<file path="src/rtl/draw_sprite_pipe_if.sv">
// VGA timing and colour bundle passed between draw stages.
interface vga_if;
    logic [11:0] vcount;
    logic [11:0] hcount;
    logic        vsync;
    logic        hsync;
    logic        vblnk;
    logic        hblnk;
    logic [11:0] rgb;

    modport src (output vcount, hcount, vsync, hsync, vblnk, hblnk, rgb);
    modport snk (input  vcount, hcount, vsync, hsync, vblnk, hblnk, rgb);
endinterface

</file>
<file path="src/rtl/draw_sprite_pipe.sv">
// ROM-backed sprite overlay with tear-free position updates at vertical blank.
// rom_pixel is sampled ROM_LAT clock edges after the edge that launched rom_addr.
module draw_sprite_pipe #(
    parameter int unsigned W         = 100,
    parameter int unsigned H         = 100,
    parameter int unsigned ADDR_W    = 14,
    parameter int unsigned ROM_LAT   = 1,
    parameter bit          KEY_EN    = 1'b1,
    parameter logic [11:0] KEY_COLOR = 12'hF0F
) (
    input  logic              clk,
    input  logic              rst,
    vga_if.snk                vga_in,
    vga_if.src                vga_out,
    input  logic [11:0]       xpos,
    input  logic [11:0]       ypos,
    input  logic              mirror_x,
    input  logic              sprite_en,
    input  logic              pos_valid,
    output logic [ADDR_W-1:0] rom_addr,
    input  logic [11:0]       rom_pixel,
    output logic              frame_upd
);
    localparam int unsigned DLY = ROM_LAT;

    typedef struct packed {
        logic [11:0] vcount;
        logic [11:0] hcount;
        logic        vsync;
        logic        hsync;
        logic        vblnk;
        logic        hblnk;
        logic [11:0] rgb;
    } vga_t;

    typedef struct packed {
        vga_t vga;
        logic hit;
    } stage_t;

    typedef struct packed {
        logic [11:0] x;
        logic [11:0] y;
        logic        mirror;
        logic        en;
    } pos_t;

    pos_t              pos_in;
    pos_t              pend_q, pend_d;
    pos_t              act_q, act_d;
    logic              pend_vld_q, pend_vld_d;
    logic              vblnk_prev_q, vblnk_prev_d;
    logic              frame_upd_q, frame_upd_d;
    logic [ADDR_W-1:0] rom_addr_q, rom_addr_d;
    stage_t            pipe_q [DLY];
    stage_t            pipe_d [DLY];
    vga_t              out_q, out_d;

    logic              vblnk_rise;
    logic [12:0]       h13, v13, x_hi, y_hi;
    logic              hit;
    logic [11:0]       col_raw, row_raw, col;
    stage_t            tail;
    logic              keyed;
    logic              show;

    assign pos_in = {xpos, ypos, mirror_x, sprite_en};

    always_comb begin
        pend_d       = pend_q;
        pend_vld_d   = pend_vld_q;
        act_d        = act_q;
        frame_upd_d  = 1'b0;
        vblnk_prev_d = vga_in.vblnk;
        vblnk_rise   = vga_in.vblnk & ~vblnk_prev_q;
        // A strobe landing on the blanking edge bypasses the pending copy.
        if (vblnk_rise && (pos_valid || pend_vld_q)) begin
            act_d       = pos_valid ? pos_in : pend_q;
            pend_vld_d  = 1'b0;
            frame_upd_d = 1'b1;
        end else if (pos_valid) begin
            pend_d     = pos_in;
            pend_vld_d = 1'b1;
        end
    end

    always_comb begin
        h13  = {1'b0, vga_in.hcount};
        v13  = {1'b0, vga_in.vcount};
        x_hi = {1'b0, act_q.x} + 13'(W);
        y_hi = {1'b0, act_q.y} + 13'(H);
        hit  = act_q.en
            && (h13 >= {1'b0, act_q.x}) && (h13 < x_hi)
            && (v13 >= {1'b0, act_q.y}) && (v13 < y_hi);
        col_raw = vga_in.hcount - act_q.x;
        row_raw = vga_in.vcount - act_q.y;
        col     = act_q.mirror ? 12'(W - 1) - col_raw : col_raw;
        rom_addr_d = hit
            ? ADDR_W'(row_raw) * ADDR_W'(W) + ADDR_W'(col)
            : '0;
    end

    always_comb begin
        pipe_d[0].vga = {vga_in.vcount, vga_in.hcount,
                         vga_in.vsync, vga_in.hsync,
                         vga_in.vblnk, vga_in.hblnk, vga_in.rgb};
        pipe_d[0].hit = hit;
        for (int i = 1; i < int'(DLY); i++) begin
            pipe_d[i] = pipe_q[i-1];
        end
        tail  = pipe_q[DLY-1];
        keyed = KEY_EN && (rom_pixel == KEY_COLOR);
        show  = tail.hit && !keyed && !(tail.vga.hblnk || tail.vga.vblnk);
        out_d = tail.vga;
        if (show) begin
            out_d.rgb = rom_pixel;
        end
    end

    always_ff @(posedge clk or posedge rst) begin
        if (rst) begin
            pend_q       <= '0;
            pend_vld_q   <= 1'b0;
            act_q        <= '0;
            vblnk_prev_q <= 1'b0;
            frame_upd_q  <= 1'b0;
            rom_addr_q   <= '0;
            pipe_q       <= '{default: '0};
            out_q        <= '0;
        end else begin
            pend_q       <= pend_d;
            pend_vld_q   <= pend_vld_d;
            act_q        <= act_d;
            vblnk_prev_q <= vblnk_prev_d;
            frame_upd_q  <= frame_upd_d;
            rom_addr_q   <= rom_addr_d;
            pipe_q       <= pipe_d;
            out_q        <= out_d;
        end
    end

    assign vga_out.vcount = out_q.vcount;
    assign vga_out.hcount = out_q.hcount;
    assign vga_out.vsync  = out_q.vsync;
    assign vga_out.hsync  = out_q.hsync;
    assign vga_out.vblnk  = out_q.vblnk;
    assign vga_out.hblnk  = out_q.hblnk;
    assign vga_out.rgb    = out_q.rgb;
    assign rom_addr       = rom_addr_q;
    assign frame_upd      = frame_upd_q;
endmodule

</file>
<file path="src/flat_wrapper.sv">
// flat-port wrapper written by rule: the top's interface ports become plain ports
module draw_sprite_pipe_flat 
#(
    parameter int unsigned W         = 100,
    parameter int unsigned H         = 100,
    parameter int unsigned ADDR_W    = 14,
    parameter int unsigned ROM_LAT   = 1,
    parameter bit          KEY_EN    = 1'b1,
    parameter logic [11:0] KEY_COLOR = 12'hF0F
)
  (clk, rst, xpos, ypos, mirror_x, sprite_en, pos_valid, rom_addr, rom_pixel, frame_upd, vga_in_vcount, vga_in_hcount, vga_in_vsync, vga_in_hsync, vga_in_vblnk, vga_in_hblnk, vga_in_rgb, vga_out_vcount, vga_out_hcount, vga_out_vsync, vga_out_hsync, vga_out_vblnk, vga_out_hblnk, vga_out_rgb);
  vga_if vga_in_i ();
  vga_if vga_out_i ();
  input  logic clk;
  input  logic rst;
  input  logic [11:0] xpos;
  input  logic [11:0] ypos;
  input  logic mirror_x;
  input  logic sprite_en;
  input  logic pos_valid;
  output logic [ADDR_W-1:0] rom_addr;
  input  logic [11:0] rom_pixel;
  output logic frame_upd;
  input wire logic [$bits(vga_in_i.vcount)-1:0] vga_in_vcount;
  input wire logic [$bits(vga_in_i.hcount)-1:0] vga_in_hcount;
  input wire logic [$bits(vga_in_i.vsync)-1:0] vga_in_vsync;
  input wire logic [$bits(vga_in_i.hsync)-1:0] vga_in_hsync;
  input wire logic [$bits(vga_in_i.vblnk)-1:0] vga_in_vblnk;
  input wire logic [$bits(vga_in_i.hblnk)-1:0] vga_in_hblnk;
  input wire logic [$bits(vga_in_i.rgb)-1:0] vga_in_rgb;
  output wire logic [$bits(vga_out_i.vcount)-1:0] vga_out_vcount;
  output wire logic [$bits(vga_out_i.hcount)-1:0] vga_out_hcount;
  output wire logic [$bits(vga_out_i.vsync)-1:0] vga_out_vsync;
  output wire logic [$bits(vga_out_i.hsync)-1:0] vga_out_hsync;
  output wire logic [$bits(vga_out_i.vblnk)-1:0] vga_out_vblnk;
  output wire logic [$bits(vga_out_i.hblnk)-1:0] vga_out_hblnk;
  output wire logic [$bits(vga_out_i.rgb)-1:0] vga_out_rgb;
  assign vga_in_i.vcount = vga_in_vcount;
  assign vga_in_i.hcount = vga_in_hcount;
  assign vga_in_i.vsync = vga_in_vsync;
  assign vga_in_i.hsync = vga_in_hsync;
  assign vga_in_i.vblnk = vga_in_vblnk;
  assign vga_in_i.hblnk = vga_in_hblnk;
  assign vga_in_i.rgb = vga_in_rgb;
  assign vga_out_vcount = vga_out_i.vcount;
  assign vga_out_hcount = vga_out_i.hcount;
  assign vga_out_vsync = vga_out_i.vsync;
  assign vga_out_hsync = vga_out_i.hsync;
  assign vga_out_vblnk = vga_out_i.vblnk;
  assign vga_out_hblnk = vga_out_i.hblnk;
  assign vga_out_rgb = vga_out_i.rgb;
  draw_sprite_pipe #(.W(W), .H(H), .ADDR_W(ADDR_W), .ROM_LAT(ROM_LAT), .KEY_EN(KEY_EN), .KEY_COLOR(KEY_COLOR)) u_core (.clk(clk), .rst(rst), .vga_in(vga_in_i), .vga_out(vga_out_i), .xpos(xpos), .ypos(ypos), .mirror_x(mirror_x), .sprite_en(sprite_en), .pos_valid(pos_valid), .rom_addr(rom_addr), .rom_pixel(rom_pixel), .frame_upd(frame_upd));
endmodule
</file>
<file path="config.mk">
export PLATFORM = sky130hd
export DESIGN_NAME = draw_sprite_pipe_flat
export DESIGN_NICKNAME = d
export VERILOG_FILES = /design/src/rtl/draw_sprite_pipe_if.sv /design/src/rtl/draw_sprite_pipe.sv /design/src/flat_wrapper.sv
export SDC_FILE = /design/constraint.sdc
export NUM_CORES = 1
export LEC_CHECK = 0
export BUFFER_PORTS_ARGS = -buffer_cell sky130_fd_sc_hd__buf_2
export CELL_PAD_IN_SITES_DETAIL_PLACEMENT = 0
export CELL_PAD_IN_SITES_GLOBAL_PLACEMENT = 1
export CORE_MARGIN = 2
export CORE_UTILIZATION = 45
export DETAILED_ROUTE_END_ITERATION = 6
export PLACE_DENSITY_LB_ADDON = 0.05
export SYNTH_ARGS = -nofsm -noshare
export SYNTH_HDL_FRONTEND = slang
export SYNTH_SLANG_ARGS = --single-unit
</file>
<file path="constraint.sdc">
create_clock -name clk -period 5.69 [get_ports clk]
set_input_delay 0.569 -clock clk [delete_from_list [all_inputs] [get_ports clk]]
set_output_delay 0.569 -clock clk [all_outputs]
set_load 0.02 [all_outputs]
</file>
==> results.ini <==
[status]
status = finished, final reports clean

[route]
vias = 5547
avgViaCountPerCell = 5.02
wl_um = 16200
wl_per_cell_um = 14.7
drt_iter0_drc = 215
antenna_left = 0
first_pass_iters = 4
drc = 0

[sta]
worst_slew_pin_slew_ns = 1.20
finalSetupTns_ns = 0
worst_clock_skew_ns = 0.00910
hold_violations = 0
relSlewSlack = 0.198
finalWorstSetupSlack_ns = 0.408
min_period_ns = 5.28
slew_viol_final = 0
rsz0062_at_grt = no
setup_viol = 0
max_freq_mhz = 189
period_share = 0.928

[placement]
io_buffers = 135
place_congestion = 0.802
dpl.hpwl_um = 12600
place_ws_ns = 0.0200

[clock_network]
hold_buffers = 0
cts_tree = yes
clk_latency_ns = 0.42
htree_levels = 4
cts_resized = 0
clock-sinks = 149
cts_root_buffer = clkbuf_16
clk_pin_slew_ns = 0.07
clockBufferDepth = 2
post_cts_buffers = 0
numCtsBuffers = 17

[critical_path]
crit_slowest_cell = fa_1
required_ns = 5.96
reg2reg_to = u_core.rom_addr[13]
crit_top_cell = ha_1
crit_path_end = u_core.rom_addr[13]
reg2reg_slack_ns = 0.41
startpoint = u_core.act_q[3]
r2r_start = u_core.act_q[3]
cp-end-kind = flop
crit_path_max_fanout = 4
crit_type = reg2reg
cpPeakStageDelay_ns = 0.53
start_kind = flop
path_cells = inv_1 -> ha_1 -> nor2b_1 -> o21a_1 -> o31ai_2 -> nor2b_2 -> xnor2_1 -> ha_1 -> ha_1 -> inv_1 -> fa_1 -> inv_1 -> ha_1 -> nand2_1 -> o21ai_1 -> nor2_1 -> xnor2_1 -> ha_1 -> and2_1 -> o21ai_0 -> o21ai_0 -> xnor3_1 -> xnor2_1 -> nor2_1
worstRegToRegCells = 24
cp.arrival_ns = 5.55

[synth]
synth_seq_area_share = 0.466
avgSynthCellArea_sq_um = 11.1
synth_ff_type = dfrtp_1
syn_area_sq_um = 8000
yosysTopAreaCellShare = 0.466
async_flop_share = 1.00
synth.area.top_cells = dfrtp_1 47%, ha_1 13%, mux2_2 5.3%
yosys_warnings = 0
syn_inst = 722
ys_seq_elements = 149
syn-num-nets = 892
synth_edf_count = 0
synth_cell_types = 52
yosys.area.top_type = dfrtp_1

[global_route]
grt_first_pass_wirelength_um = 26900
grt_max_degree = 79
grt-ovfl-total = 0
grt_pass1_vias = 5509
grt.total_usage = 0.184
antenna_found_initial = 1

[cells_and_area]
drive_above_1_share = 0.257
antenna_cells = 0
fin_nets = 1036
area_delta_synth_final_pct = 19.1
nFillCells = 1563

[power]
finalPower_uw = 6480
cellPowerDensity_nw_per_um2 = 680
peakVddDrop_v = 0.000459
leakage_uw = 0.00468

[floorplan]
initial_core_util = 0.461
die_y_um = 137
ios = 136
placementRows = 48
die-area_sq_um = 18900
fp.coreArea_sq_um = 17400
dieWidth_um = 137

[run]
maxCapViolations = 0

[worst_hold_path]
min_path_type = in2async

## worst min path at each step
stage | from | to | slack [ns]
2_1_floorplan | u_core.out_d[16] | u_core.vga_out.hcount[0] | 0.33
3_3_place_gp | u_core.out_d[17] | u_core.vga_out.hcount[1] | 0.33
3_5_place_dp | u_core.out_d[25] | u_core.vga_out.hcount[9] | 0.33
4_1_cts | vga_in_vsync | u_core.out_d[15] | 0.23
5_1_grt | vga_in_hsync | u_core.out_d[14] | 0.23
6_report | rst | u_core.vga_out.hsync | 0.24
## layout by cell type (no fill, tap or decap), types with 3 or more instances in the layout
cell	synthesis	routed
xnor2_1	47	47
o21bai_1	5	5
dfrtp_1	149	149
xor2_1	11	11
o21ai_0	24	23
nor2b_1	8	7
nor3_1	12	12
o211ai_1	6	6
buf_4	0	5
inv_1	59	58
inv_6	0	5
a311oi_1	3	3
buf_2	5	135
mux2_2	38	38
fa_1	9	9
clkbuf_16	0	17
nand2_1	22	22
a21o_1	6	6
clkinvlp_4	0	4
a21oi_1	52	52
mux2i_1	26	26
nor2_1	77	77
a211oi_1	11	11
nand4_1	4	4
o21a_1	7	7
o21ai_1	2	3
o31ai_1	4	3
nand2b_1	3	3
nand3_1	11	11
ha_1	80	80
## layer usage
layer | part of all wire | GRT usage | wire, um | vias up
met5 | 0.00080 | 0 | 13 | -
met2 | 0.45 | 0.283 | 7220 | 116
met1 | 0.51 | 0.261 | 8200 | 2612
met4 | 0.015 | 0.0664 | 240 | 2
li1 | - | - | - | 2800
met3 | 0.034 | 0.0338 | 546 | 17
## kinds of logic after synthesis
logic type	after synthesis	share of synthesized area
flops	149	0.466
buf+inv	74	0.0355
compound gates	135	0.108
mux	64	0.0860
fa+ha+maj	89	0.148
xor+xnor	60	0.0691
simple gates	151	0.0877
## cells in the mapped netlist, drive strengths merged (3+ instances only)
library cell / number
o21a: 7
xnor2: 47
nand2: 22
nor2: 77
o21ai: 26
buf: 7
nor2b: 9
o211ai: 6
a21oi: 54
inv: 59
nand4: 4
o21bai: 5
a311oi: 3
o41ai: 3
o31ai: 5
nand2b: 3
fa: 9
dfrtp: 149
a211oi: 11
ha: 80
nor3: 12
mux2i: 26
nand3: 11
clkbuf: 8
a21o: 6
mux2: 38
xor2: 11
## registers in the layout (all words and copies together) (netlist names)
| name | flops |
|---|---|
| u_core.vga_out.hsync | 1 |
| u_core.out_d | 27 |
| u_core.pipe_q | 13 |
| u_core.vblnk_prev_q | 1 |
| u_core.vga_out.vblnk | 1 |
| u_core.vga_out.rgb | 12 |
| u_core.pend_vld_q | 1 |
| u_core.vga_out.hcount | 12 |
| u_core.vga_out.vcount | 12 |
| u_core.act_q | 26 |
| u_core.vga_out.hblnk | 1 |
| u_core.rom_addr | 14 |
| u_core.frame_upd | 1 |
| u_core.pend_q | 26 |
| u_core.vga_out.vsync | 1 |
## critical path, delay by kind of cell, from the launching register on
kind                     cells  cell delay (ns)
AND/OR/NAND/NOR              6             0.79
flip-flops                   1             0.37
buffers and inverters        3             0.23
XOR/XNOR                     4             0.84
AO/OA/AOI/OAI                5             0.95
adder cells (fa/ha/maj)      6             1.96
## stage by stage
step	util	instance area (sq um)	hold WS, ns	std cells
after floorplan	-	8000	0.331	722
after global placement	0.515	8950	0.332	1072
after detailed placement	0.515	8950	0.335	1072
after CTS	0.549	9520	0.228	1104
after global routing	0.549	9530	0.227	1104
final	0.549	9530	0.241	1104
## where the power goes
part           internal [uW]  switching (uW)  total (uW)
Combinational           1960            2200        4160
Sequential              1170            71.1        1240
Clock                    629             454        1080
## cell type report
type | count | area [sq um] | area share
multi-input cells | 499 | 4000 | 0.420
flip-flops and latches | 149 | 3730 | 0.391
repair buffers | 140 | 713 | 0.0748
clock buffers | 19 | 453 | 0.0475
well taps | 225 | 282 | 0.0295
inverters | 59 | 226 | 0.0238
clock inverters | 13 | 123 | 0.0129
Note: power is estimated with default switching activity, not from simulation.
